[src/rtl/c_fetch_pkg.sv]
// Shared types and helpers for the compressed-extension fetch front end.
package c_fetch_pkg;

  typedef enum logic [1:0] {
    S_IDLE,
    S_FETCH,
    S_HOLD
  } fetch_state_e;

  localparam logic [31:0] C_NOP = 32'h0000_0013;

  // Any halfword whose low two bits are not 2'b11 starts a 16-bit instruction.
  function automatic logic is_compressed(input logic [15:0] hw);
    return hw[1:0] != 2'b11;
  endfunction

endpackage

[src/rtl/c_halfword_buf.sv]
// Three-entry halfword realignment buffer: consume-shift, then append, in one cycle.
module c_halfword_buf
  import c_fetch_pkg::*;
#(
  parameter logic [31:0] RESET_PC = 32'h8000_0000
) (
  input  logic        clk,
  input  logic        reset,
  input  logic        flush,
  input  logic [31:0] flush_pc,
  input  logic        consume,
  input  logic        consume_two,
  input  logic        append,
  input  logic        append_two,
  input  logic [31:0] data,
  output logic [15:0] hw0,
  output logic [15:0] hw1,
  output logic [1:0]  cnt,
  output logic [31:0] buf_pc,
  output logic [1:0]  cnt_consumed,
  output logic [1:0]  cnt_next
);

  logic [15:0] buf_q [3];
  logic [15:0] buf_d [3];
  logic [1:0]  cnt_q, cnt_d;
  logic [31:0] pc_q, pc_d;
  logic [1:0]  lo_idx, hi_idx;
  logic [15:0] lo_data;

  always_comb begin
    // NOTE: every variable gets a default first so no path leaves it unassigned (no latches).
    buf_d        = buf_q;
    cnt_consumed = cnt_q;
    if (consume) begin
      if (consume_two) begin
        buf_d[0]     = buf_q[2];
        cnt_consumed = cnt_q - 2'd2;
      end else begin
        buf_d[0]     = buf_q[1];
        buf_d[1]     = buf_q[2];
        cnt_consumed = cnt_q - 2'd1;
      end
    end

    // Fetch is only issued with cnt<=1, so an append always fits in three entries.
    lo_idx  = cnt_consumed;
    hi_idx  = cnt_consumed + 2'd1;
    lo_data = append_two ? data[15:0] : data[31:16];
    cnt_d   = cnt_consumed;
    if (append) begin
      cnt_d = append_two ? cnt_consumed + 2'd2 : cnt_consumed + 2'd1;
      for (int i = 0; i < 3; i++) begin
        if (i[1:0] == lo_idx)               buf_d[i] = lo_data;
        if (append_two && i[1:0] == hi_idx) buf_d[i] = data[31:16];
      end
    end
    if (flush) cnt_d = 2'd0;

    pc_d = pc_q;
    if (flush)        pc_d = flush_pc;
    else if (consume) pc_d = pc_q + (consume_two ? 32'd4 : 32'd2);
  end

  assign cnt_next = cnt_d;

  always_ff @(posedge clk) begin
    // NOTE: sequential state always uses non-blocking assignments.
    if (reset) begin
      cnt_q <= 2'd0;
      pc_q  <= RESET_PC;
    end else begin
      cnt_q <= cnt_d;
      pc_q  <= pc_d;
    end
  end

  // NOTE: storage is deliberately not reset; cnt alone says which entries are meaningful.
  always_ff @(posedge clk) begin
    for (int i = 0; i < 3; i++) buf_q[i] <= buf_d[i];
  end

  assign hw0    = buf_q[0];
  assign hw1    = buf_q[1];
  assign cnt    = cnt_q;
  assign buf_pc = pc_q;

endmodule

[src/rtl/c_fetch_align_ctrl.sv]
// Fetch sequencing and instruction realignment for the compressed front end.
// Optional statistics counters are built when C_FETCH_STATS_EN is defined.
module c_fetch_align_ctrl
  import c_fetch_pkg::*;
#(
  parameter logic [31:0] RESET_PC  = 32'h8000_0000,
  parameter logic [31:0] NOP_INSTR = C_NOP
) (
  input  logic        clk,
  input  logic        reset,
  input  logic        redirect_i,
  input  logic [31:0] redirect_pc_i,
  output logic        icache_req_o,
  output logic [31:0] icache_addr_o,
  output logic        icache_kill_o,
  input  logic        icache_ack_i,
  input  logic [31:0] icache_data_i,
  output logic [31:0] inst_o,
  output logic [31:0] inst_pc_o,
  output logic        inst_compressed_o,
  output logic        inst_valid_o,
  input  logic        inst_ready_i
`ifdef C_FETCH_STATS_EN
  ,
  output logic [31:0] straddle_cnt_o,
  output logic [31:0] stall_cnt_o
`endif
);

  fetch_state_e state_q, state_d;
  logic [31:0]  fetch_addr_q;
  logic         drop_low_q;
  logic         ack;
  logic [15:0]  hw0, hw1;
  logic [1:0]   cnt, cnt_consumed, cnt_next;
  logic [31:0]  buf_pc;
  logic         head_c, valid, consume;

  // Ack only counts while a request is actually on the bus.
  assign ack     = icache_ack_i && (state_q == S_FETCH);
  assign head_c  = is_compressed(hw0);
  assign valid   = !redirect_i && (cnt != 2'd0) && (head_c || cnt >= 2'd2);
  assign consume = valid && inst_ready_i;

  c_halfword_buf #(.RESET_PC(RESET_PC)) u_buf (
    .clk          (clk),
    .reset        (reset),
    .flush        (redirect_i),
    .flush_pc     (redirect_pc_i),
    .consume      (consume),
    .consume_two  (!head_c),
    .append       (ack && !redirect_i),
    .append_two   (!drop_low_q),
    .data         (icache_data_i),
    .hw0          (hw0),
    .hw1          (hw1),
    .cnt          (cnt),
    .buf_pc       (buf_pc),
    .cnt_consumed (cnt_consumed),
    .cnt_next     (cnt_next)
  );

  always_ff @(posedge clk) begin
    if (reset) state_q <= S_IDLE;
    else       state_q <= state_d;
  end

  always_comb begin
    state_d = state_q;
    if (redirect_i) begin
      state_d = S_FETCH;
    end else begin
      unique case (state_q)
        S_IDLE:  state_d = S_FETCH;
        S_FETCH: if (ack) state_d = (cnt_next <= 2'd1) ? S_FETCH : S_HOLD;
        S_HOLD:  if (cnt_consumed <= 2'd1) state_d = S_FETCH;
        default: state_d = S_IDLE;
      endcase
    end
  end

  always_comb begin
    icache_req_o  = (state_q == S_FETCH);
    icache_kill_o = redirect_i && (state_q == S_FETCH) && !icache_ack_i;
  end

  always_ff @(posedge clk) begin
    if (reset) begin
      fetch_addr_q <= RESET_PC;
      drop_low_q   <= 1'b0;
    end else if (redirect_i) begin
      fetch_addr_q <= {redirect_pc_i[31:2], 2'b00};
      drop_low_q   <= redirect_pc_i[1];
    end else if (ack) begin
      fetch_addr_q <= fetch_addr_q + 32'd4;
      drop_low_q   <= 1'b0;
    end
  end

  assign icache_addr_o     = fetch_addr_q;
  assign inst_valid_o      = valid;
  assign inst_compressed_o = valid && head_c;
  assign inst_pc_o         = valid ? buf_pc : 32'd0;
  assign inst_o            = !valid ? NOP_INSTR : head_c ? {16'h0000, hw0} : {hw1, hw0};

`ifdef C_FETCH_STATS_EN
  // A 32-bit instruction straddles fetch words exactly when it starts on an odd halfword.
  always_ff @(posedge clk) begin
    if (reset) begin
      straddle_cnt_o <= 32'd0;
      stall_cnt_o    <= 32'd0;
    end else begin
      if (consume && !head_c && buf_pc[1] && straddle_cnt_o != '1)
        straddle_cnt_o <= straddle_cnt_o + 32'd1;
      if (inst_ready_i && !valid && stall_cnt_o != '1)
        stall_cnt_o <= stall_cnt_o + 32'd1;
    end
  end
`endif

endmodule
[config.mk]
export PLATFORM = sky130hd
export DESIGN_NAME = c_fetch_align_ctrl
export DESIGN_NICKNAME = d
export VERILOG_FILES = /design/src/rtl/c_fetch_pkg.sv /design/src/rtl/c_halfword_buf.sv /design/src/rtl/c_fetch_align_ctrl.sv
export SDC_FILE = /design/constraint.sdc
export NUM_CORES = 1
export LEC_CHECK = 0
export ABC_AREA = 1
export CAP_MARGIN = 20
export CORE_AREA = 2 2 129 131
export DETAILED_ROUTE_END_ITERATION = 6
export DIE_AREA = 0 0 131 133
export PLACE_DENSITY = 0.78
export SYNTH_ARGS = -nofsm -noshare
export SYNTH_HDL_FRONTEND = slang
export SYNTH_SLANG_ARGS = --single-unit
[constraint.sdc]
create_clock -name clk -period 5.55 [get_ports clk]
set_input_delay 0.555 -clock clk [delete_from_list [all_inputs] [get_ports clk]]
set_output_delay 0.555 -clock clk [all_outputs]
set_load 0.02 [all_outputs]
==> impl_metrics.tcl, run 1 <==
set metrics [dict create \
    status "finished, final reports clean" \
    cp.arrival_ns 4.63 \
    htreeDepth 4 \
    sw_frac_of_total 0.299 \
    gp_congestion 0.964 \
    intPower_mw 2.02 \
    cts_hold_buffers 0 \
    grt_overflow 0 \
    p_switching_mw 0.861 \
    cp_data_required_time_ns 5.92 \
    drt_iter0_drc 1328 \
    leakagePower_nw 4.22 \
    crit_fanout 47 \
    layout_common_cells "nand2_1 (283), clkdlybuf4s50_1 (165), inv_1 (159)" \
    endpoint_kind "flop" \
    clock_sinks 115 \
    clkPwrFrac 0.436 \
    dieWidth_um 131 \
    avgSynthCellArea_um2 6.51 \
    io_pins 169 \
    cts_buffer_depth 2 \
    skew_ns 0.00919 \
    r2r_cells 13 \
    synth-seq-cells 115 \
    cts-resized-gates 0 \
    die_y_um 133 \
    drt_pass1_iterations 6 \
    synth_edf_count 16 \
    setup_violations 0 \
    synth_cell_types 48 \
    cts_setup_buffers 0 \
    tns_ns 0 \
    max_freq_mhz 235 \
    drive_gt1_frac 0.0768 \
    start_util 0.488 \
    vias_per_cell 5.72 \
    seq_power_share 0.358 \
    vdd_drop_max_uv 214 \
    synth.area.top_cells "dfxtp_1 (25%), nand2_1 (13%), inv_1 (7.6%)" \
    maxCapViolations 0 \
    clkLatencyLatePin_ns 0.43 \
    final_common_cell "nand2_1" \
    cts-root-buf "clkbuf_16" \
    vias 9016 \
    grt_pass1_vias 7959 \
    synth_warnings 0 \
    post-route-drc-count 0 \
    mappedNetlistArea_um2 7900 \
    hold_viol 0 \
    comb_power_share 0.207 \
    crit_type "reg2reg" \
    die_area_um2 17400 \
    synth-async-reset-ratio 0 \
    area_growth_pct 29.8 \
    rsz0062_at_grt "no" \
    yosysTopAreaCell "dfxtp_1" \
    tightest_slew_ns 1.05 \
    hold_path.class "reg2reg" \
    fin_util 0.634 \
    port_buffers 166 \
    fin_total_pwr_mw 2.88 \
    r2r_slack_ns 1.30 \
    detailed_place_hpwl_um 19400 \
    finalWirelength_um 27400 \
    crit_start "u_buf.hw0[1]$_DFF_P_" \
    cts_tree "yes" \
    synth-main-ff-cell "dfxtp_1" \
    reg2reg_from "u_buf.hw0[1]$_DFF_P_" \
    power_density_nw_per_um2 281 \
    drtAntennaViolNets 0 \
    slew_viol_final 0 \
    grt_pass1_wl_um 42100 \
    path_clk_slew_ns 0.06 \
    r2r-end "u_buf.hw0[14]$_DFF_P_" \
    antenna_found_initial 2 \
    numCtsBuffers 17 \
    finalCritPeriodShare 0.766 \
    core_um2 16200 \
    finalWorstPathRequiredPeriod_ns 4.25 \
    setup.worst_path.start_class "flop" \
    grt_max_degree 48 \
    yosysSeqAreaShare 0.312 \
    post_drt_wl_per_cell_um 17.4 \
    syn_inst 1214 \
    relSlewSlack 0.298 \
    yosys.area.top_type_share 0.251 \
    grt_usage 0.311 \
    final_nets 1423 \
    rows 47 \
    crit_path_end "u_buf.hw0[14]$_DFF_P_" \
]
==> sequential cells by signal (all words and copies together), names as in the netlist <==
name           count
drop_low_q         1
u_buf.hw1         16
u_buf.cnt          2
icache_addr_o     30
state_q            2
u_buf.hw0         16
u_buf.buf_pc      32
u_buf.buf_q       16
==> how the worst min path moves through the flow <==
stage	from	endpoint	slack, ns	depth (start not counted)
after floorplan	u_buf.buf_pc[0]$_SDFFE_PP0P_	u_buf.buf_pc[0]$_SDFFE_PP0P_	0.43	2
after global placement	u_buf.buf_pc[31]$_SDFFE_PP1N_	u_buf.buf_pc[31]$_SDFFE_PP1N_	0.45	2
after detailed placement	u_buf.buf_pc[31]$_SDFFE_PP1N_	u_buf.buf_pc[31]$_SDFFE_PP1N_	0.46	2
after CTS	u_buf.buf_pc[31]$_SDFFE_PP1N_	u_buf.buf_pc[31]$_SDFFE_PP1N_	0.47	2
after global routing	u_buf.buf_pc[31]$_SDFFE_PP1N_	u_buf.buf_pc[31]$_SDFFE_PP1N_	0.49	2
final	u_buf.buf_pc[31]$_SDFFE_PP1N_	u_buf.buf_pc[31]$_SDFFE_PP1N_	0.47	2
==> power by group through the flow <==
stage,clock network [mW],logic [mW],registers [mW]
3_5_place_dp,0,0.578,1.04
3_3_place_gp,0,0.566,1.04
2_1_floorplan,0,0.381,1.04
4_1_cts,1.25,0.585,1.03
6_report,1.26,0.595,1.03
5_1_grt,1.29,0.660,1.04
==> per-layer routing <==
layer | wire (um) | up-vias | GRT usage
met4 | 775 | 2 | 0.110
met1 | 11700 | 4114 | 0.452
met5 | 13 | - | 0
met2 | 12000 | 551 | 0.453
li1 | - | 4271 | -
met3 | 2930 | 78 | 0.0679
==> critical path: stages, from the launching register on <==
cell and delay (ns):
dfxtp_1 0.36, nand2_4 0.42, inv_4 0.12, nand2_1 0.10, nand3_2 0.43, nand2_1 0.23
nand2_1 0.19, inv_1 0.15, ha_1 0.53, nand2_1 0.57, nand2_1 0.18, nand2_1 0.42
a32o_1 0.44, inv_1 0.06
==> Yosys cell counts (17+ instances only) <==
library cell	instances
nand2_1	283
inv_1	159
o21ai_0	107
dfxtp_1	99
nor2_1	99
nand3_1	61
a21oi_1	44
a31oi_1	41
nor3_1	36
clkbuf_1	31
o211ai_1	30
buf_2	23
o21ai_1	22
a32o_1	19
nand4_1	19
xor2_1	18
inv_2	17
==> logic make-up after synthesis <==
| logic type | after synthesis | share of synthesized area |
|---|---|---|
| AND/OR/NAND/NOR | 550 | 0.315 |
| AO/OA/AOI/OAI | 271 | 0.204 |
| buffers and inverters | 241 | 0.122 |
| flip-flops | 115 | 0.312 |
| XOR/XNOR | 23 | 0.0265 |
| adder cells (fa/ha/maj) | 12 | 0.0200 |
| other | 1 | 0.000475 |
| multiplexers | 1 | 0.00127 |
==> per-stage QoR <==
stage	cell area (um2)	hold WS [ns]	setup slack (ns)	std cells
2_1_floorplan	7900	0.430	2.41	1215
5_1_grt	10300	0.492	0.994	1576
3_5_place_dp	9580	0.460	1.21	1543
4_1_cts	10200	0.473	1.42	1575
6_report	10300	0.470	1.30	1576
3_3_place_gp	9580	0.451	1.39	1543
==> area by class of cell <==
class	instances	area, um2
Antenna cell	1	2.50
Clock buffer	18	429
Clock inverter	14	235
Fill cell	1412	5920
Inverter	177	667
Multi-Input combinational cell	859	4480
Sequential cell	115	2460
Tap cell	220	275
Timing Repair Buffer	172	1700
Power figures use the tool's default switching activity.
==> run 2, diff against run 1 <==
--- a/config.mk
+++ b/config.mk
@@ -7,10 +7,10 @@
 export LEC_CHECK = 0
 export ABC_AREA = 1
 export CAP_MARGIN = 20
-export CORE_AREA = 2 2 129 131
+export CORE_AREA = 2 2 133 135
 export DETAILED_ROUTE_END_ITERATION = 6
-export DIE_AREA = 0 0 131 133
-export PLACE_DENSITY = 0.78
+export DIE_AREA = 0 0 135 137
+export PLACE_DENSITY = 0.77
 export SYNTH_ARGS = -nofsm -noshare
 export SYNTH_HDL_FRONTEND = slang
 export SYNTH_SLANG_ARGS = --single-unit
==> constraint.sdc (replaced) <==
create_clock -name clk -period 3.5 [get_ports clk]
set_input_delay 0.35 -clock clk [delete_from_list [all_inputs] [get_ports clk]]
set_output_delay 0.35 -clock clk [all_outputs]
set_load 0.02 [all_outputs]
==> run 2 against run 1 <==
  * Register-to-register slack got worse by 0.98 ns
  * Clock power grew 48%
  * Power increased by 54%
  * Cell count is 1.0% higher
  * First-iteration DRC count down 19%
  * Die area rose by 6.2%
  * Sequential share of layout area fell by 0.12 points
  * Setup slack worse by 1.1 ns
  * Critical endpoint is now inst_o[4]
  * Highest routed layer unchanged
==> impl_metrics.tcl, run 2 (synthesis gave the netlist of run 1 again) <==
set metrics [dict create \
    vdd_drop_max_uv 377 \
    rows 48 \
    cts_setup_buffers 0 \
    finalCritPeriodShare 0.931 \
    grt_util_met1 0.429 \
    tns_ns 0 \
    detailed_place_hpwl_um 19400 \
    grt_overflow 0 \
    max_freq_mhz 307 \
    skew_ns 0.00959 \
    numCtsBuffers 17 \
    area_growth_pct 30.4 \
    grt_pass1_wl_um 42500 \
    power_density_nw_per_um2 432 \
    drt_iter0_drc 1078 \
    status "finished, final reports clean" \
    cts-root-buf "clkbuf_16" \
    drtAntennaViolNets 0 \
    port_buffers 166 \
    clock_sinks 115 \
    fill_cells 1611 \
    dieWidth_um 135 \
    drt_pass1_iterations 7 \
    finalWorstPathRequiredPeriod_ns 3.26 \
    leakagePower_nw 4.27 \
    cts_hold_buffers 0 \
    layout_common_cells "nand2_1 (283), clkdlybuf4s50_1 (165), inv_1 (159)" \
    r2r_cells 13 \
    rsz0062_at_grt "no" \
    antenna_found_initial 1 \
    hold_viol 0 \
    use_met2 0.430 \
    setup_violations 0 \
    cp_data_required_time_ns 3.15 \
    crit_type "reg2out" \
    final_nets 1435 \
    n_antenna_cell 0 \
    crit_start "u_buf.cnt[0]$_SDFF_PP0_" \
    die_y_um 137 \
    largest_reg_flops 32 \
    tightest_slew_ns 0.791 \
    intPower_mw 3.10 \
    grt_usage 0.295 \
    io_pins 169 \
    place_ws_ns 0.300 \
    vias 8909 \
    relSlewSlack 0.472 \
    p_switching_mw 1.35 \
    sw_frac_of_total 0.304 \
    grt_pass1_vias 8054 \
    final_common_cell "nand2_1" \
    post-route-drc-count 0 \
    grt_busiest_layer "met2" \
    r2r-end "u_buf.hw0[4]$_DFF_P_" \
    core_um2 17100 \
    clkPwrFrac 0.419 \
    grt_max_degree 45 \
    finalWirelength_um 27400 \
    slew_viol_final 0 \
    comb_power_share 0.214 \
    crit_path_end "inst_o[4]" \
    path_clk_slew_ns 0.06 \
    maxCapViolations 0 \
    cts_buffer_depth 2 \
    gr-usage-met3 0.0644 \
    drive_gt1_frac 0.0849 \
    setup.worst_path.start_class "flop" \
    cts_tree "yes" \
    clkLatencyLatePin_ns 0.43 \
    post_drt_wl_per_cell_um 17.2 \
    cp.arrival_ns 2.91 \
    gp_congestion 0.917 \
    cts-resized-gates 0 \
    fin_util 0.604 \
    reg2reg_from "u_buf.cnt[1]$_SDFF_PP0_" \
    start_util 0.463 \
    vias_per_cell 5.60 \
    seq_power_share 0.367 \
    endpoint_kind "output port" \
    r2r_slack_ns 0.32 \
    setup_slack_ns 0.242 \
    crit_fanout 19 \
    hold_path.class "reg2reg" \
    die_area_um2 18500 \
    htreeDepth 4 \
]
## run 2: power groups by stage
stage                     clock network, mW  logic (mW)  registers (mW)
after floorplan                           0       0.605            1.64
after global placement                    0       0.911            1.65
after detailed placement                  0       0.935            1.65
after CTS                              1.86       0.939            1.63
after global routing                   1.93        1.06            1.65
final                                  1.86       0.952            1.63
## run 2: metrics by stage
stage	std cells	hold WS [ns]	total power [mW]	area (um2)
5_1_grt	1592	0.489	4.64	10300
4_1_cts	1592	0.467	4.43	10300
3_5_place_dp	1560	0.458	2.59	9680
2_1_floorplan	1215	0.430	2.25	7900
3_3_place_gp	1560	0.452	2.56	9680
6_report	1592	0.463	4.45	10300
## run 2: worst min-delay path by stage
stage	startpoint	end	cells after the start
2_1_floorplan	u_buf.buf_pc[0]$_SDFFE_PP0P_	u_buf.buf_pc[0]$_SDFFE_PP0P_	2
3_5_place_dp	u_buf.buf_pc[0]$_SDFFE_PP0P_	u_buf.buf_pc[0]$_SDFFE_PP0P_	2
6_report	u_buf.buf_pc[0]$_SDFFE_PP0P_	u_buf.buf_pc[0]$_SDFFE_PP0P_	2
4_1_cts	u_buf.buf_pc[0]$_SDFFE_PP0P_	u_buf.buf_pc[0]$_SDFFE_PP0P_	2
3_3_place_gp	u_buf.buf_pc[31]$_SDFFE_PP1N_	u_buf.buf_pc[31]$_SDFFE_PP1N_	2
5_1_grt	u_buf.buf_pc[0]$_SDFFE_PP0P_	u_buf.buf_pc[0]$_SDFFE_PP0P_	2
## run 2: area by class of cell
| cell class | instances | area [um2] | share of cell area |
|---|---|---|---|
| Timing Repair Buffer | 184 | 1790 | 0.174 |
| Sequential cell | 115 | 2460 | 0.239 |
| Clock buffer | 23 | 499 | 0.0485 |
| Multi-Input combinational cell | 859 | 4480 | 0.435 |
| Inverter | 177 | 667 | 0.0647 |
| Clock inverter | 9 | 124 | 0.0120 |
| Tap cell | 225 | 282 | 0.0273 |
## run 2: critical path: stages (launching register included)
cell and delay, ns:
dfxtp_1 0.37, inv_1 0.08, ha_1 0.22, inv_1 0.06, nand2_1 0.05, nand2_2 0.07
nand2_2 0.06, inv_1 0.47, buf_4 0.34, or2_2 0.16, clkdlybuf4s50_1 0.61
## run 2: routing by layer
metal	up-vias	wire (um)
li1	4290	-
met4	2	607
met2	441	11900
met1	4123	12400
met3	53	2520
met5	-	13
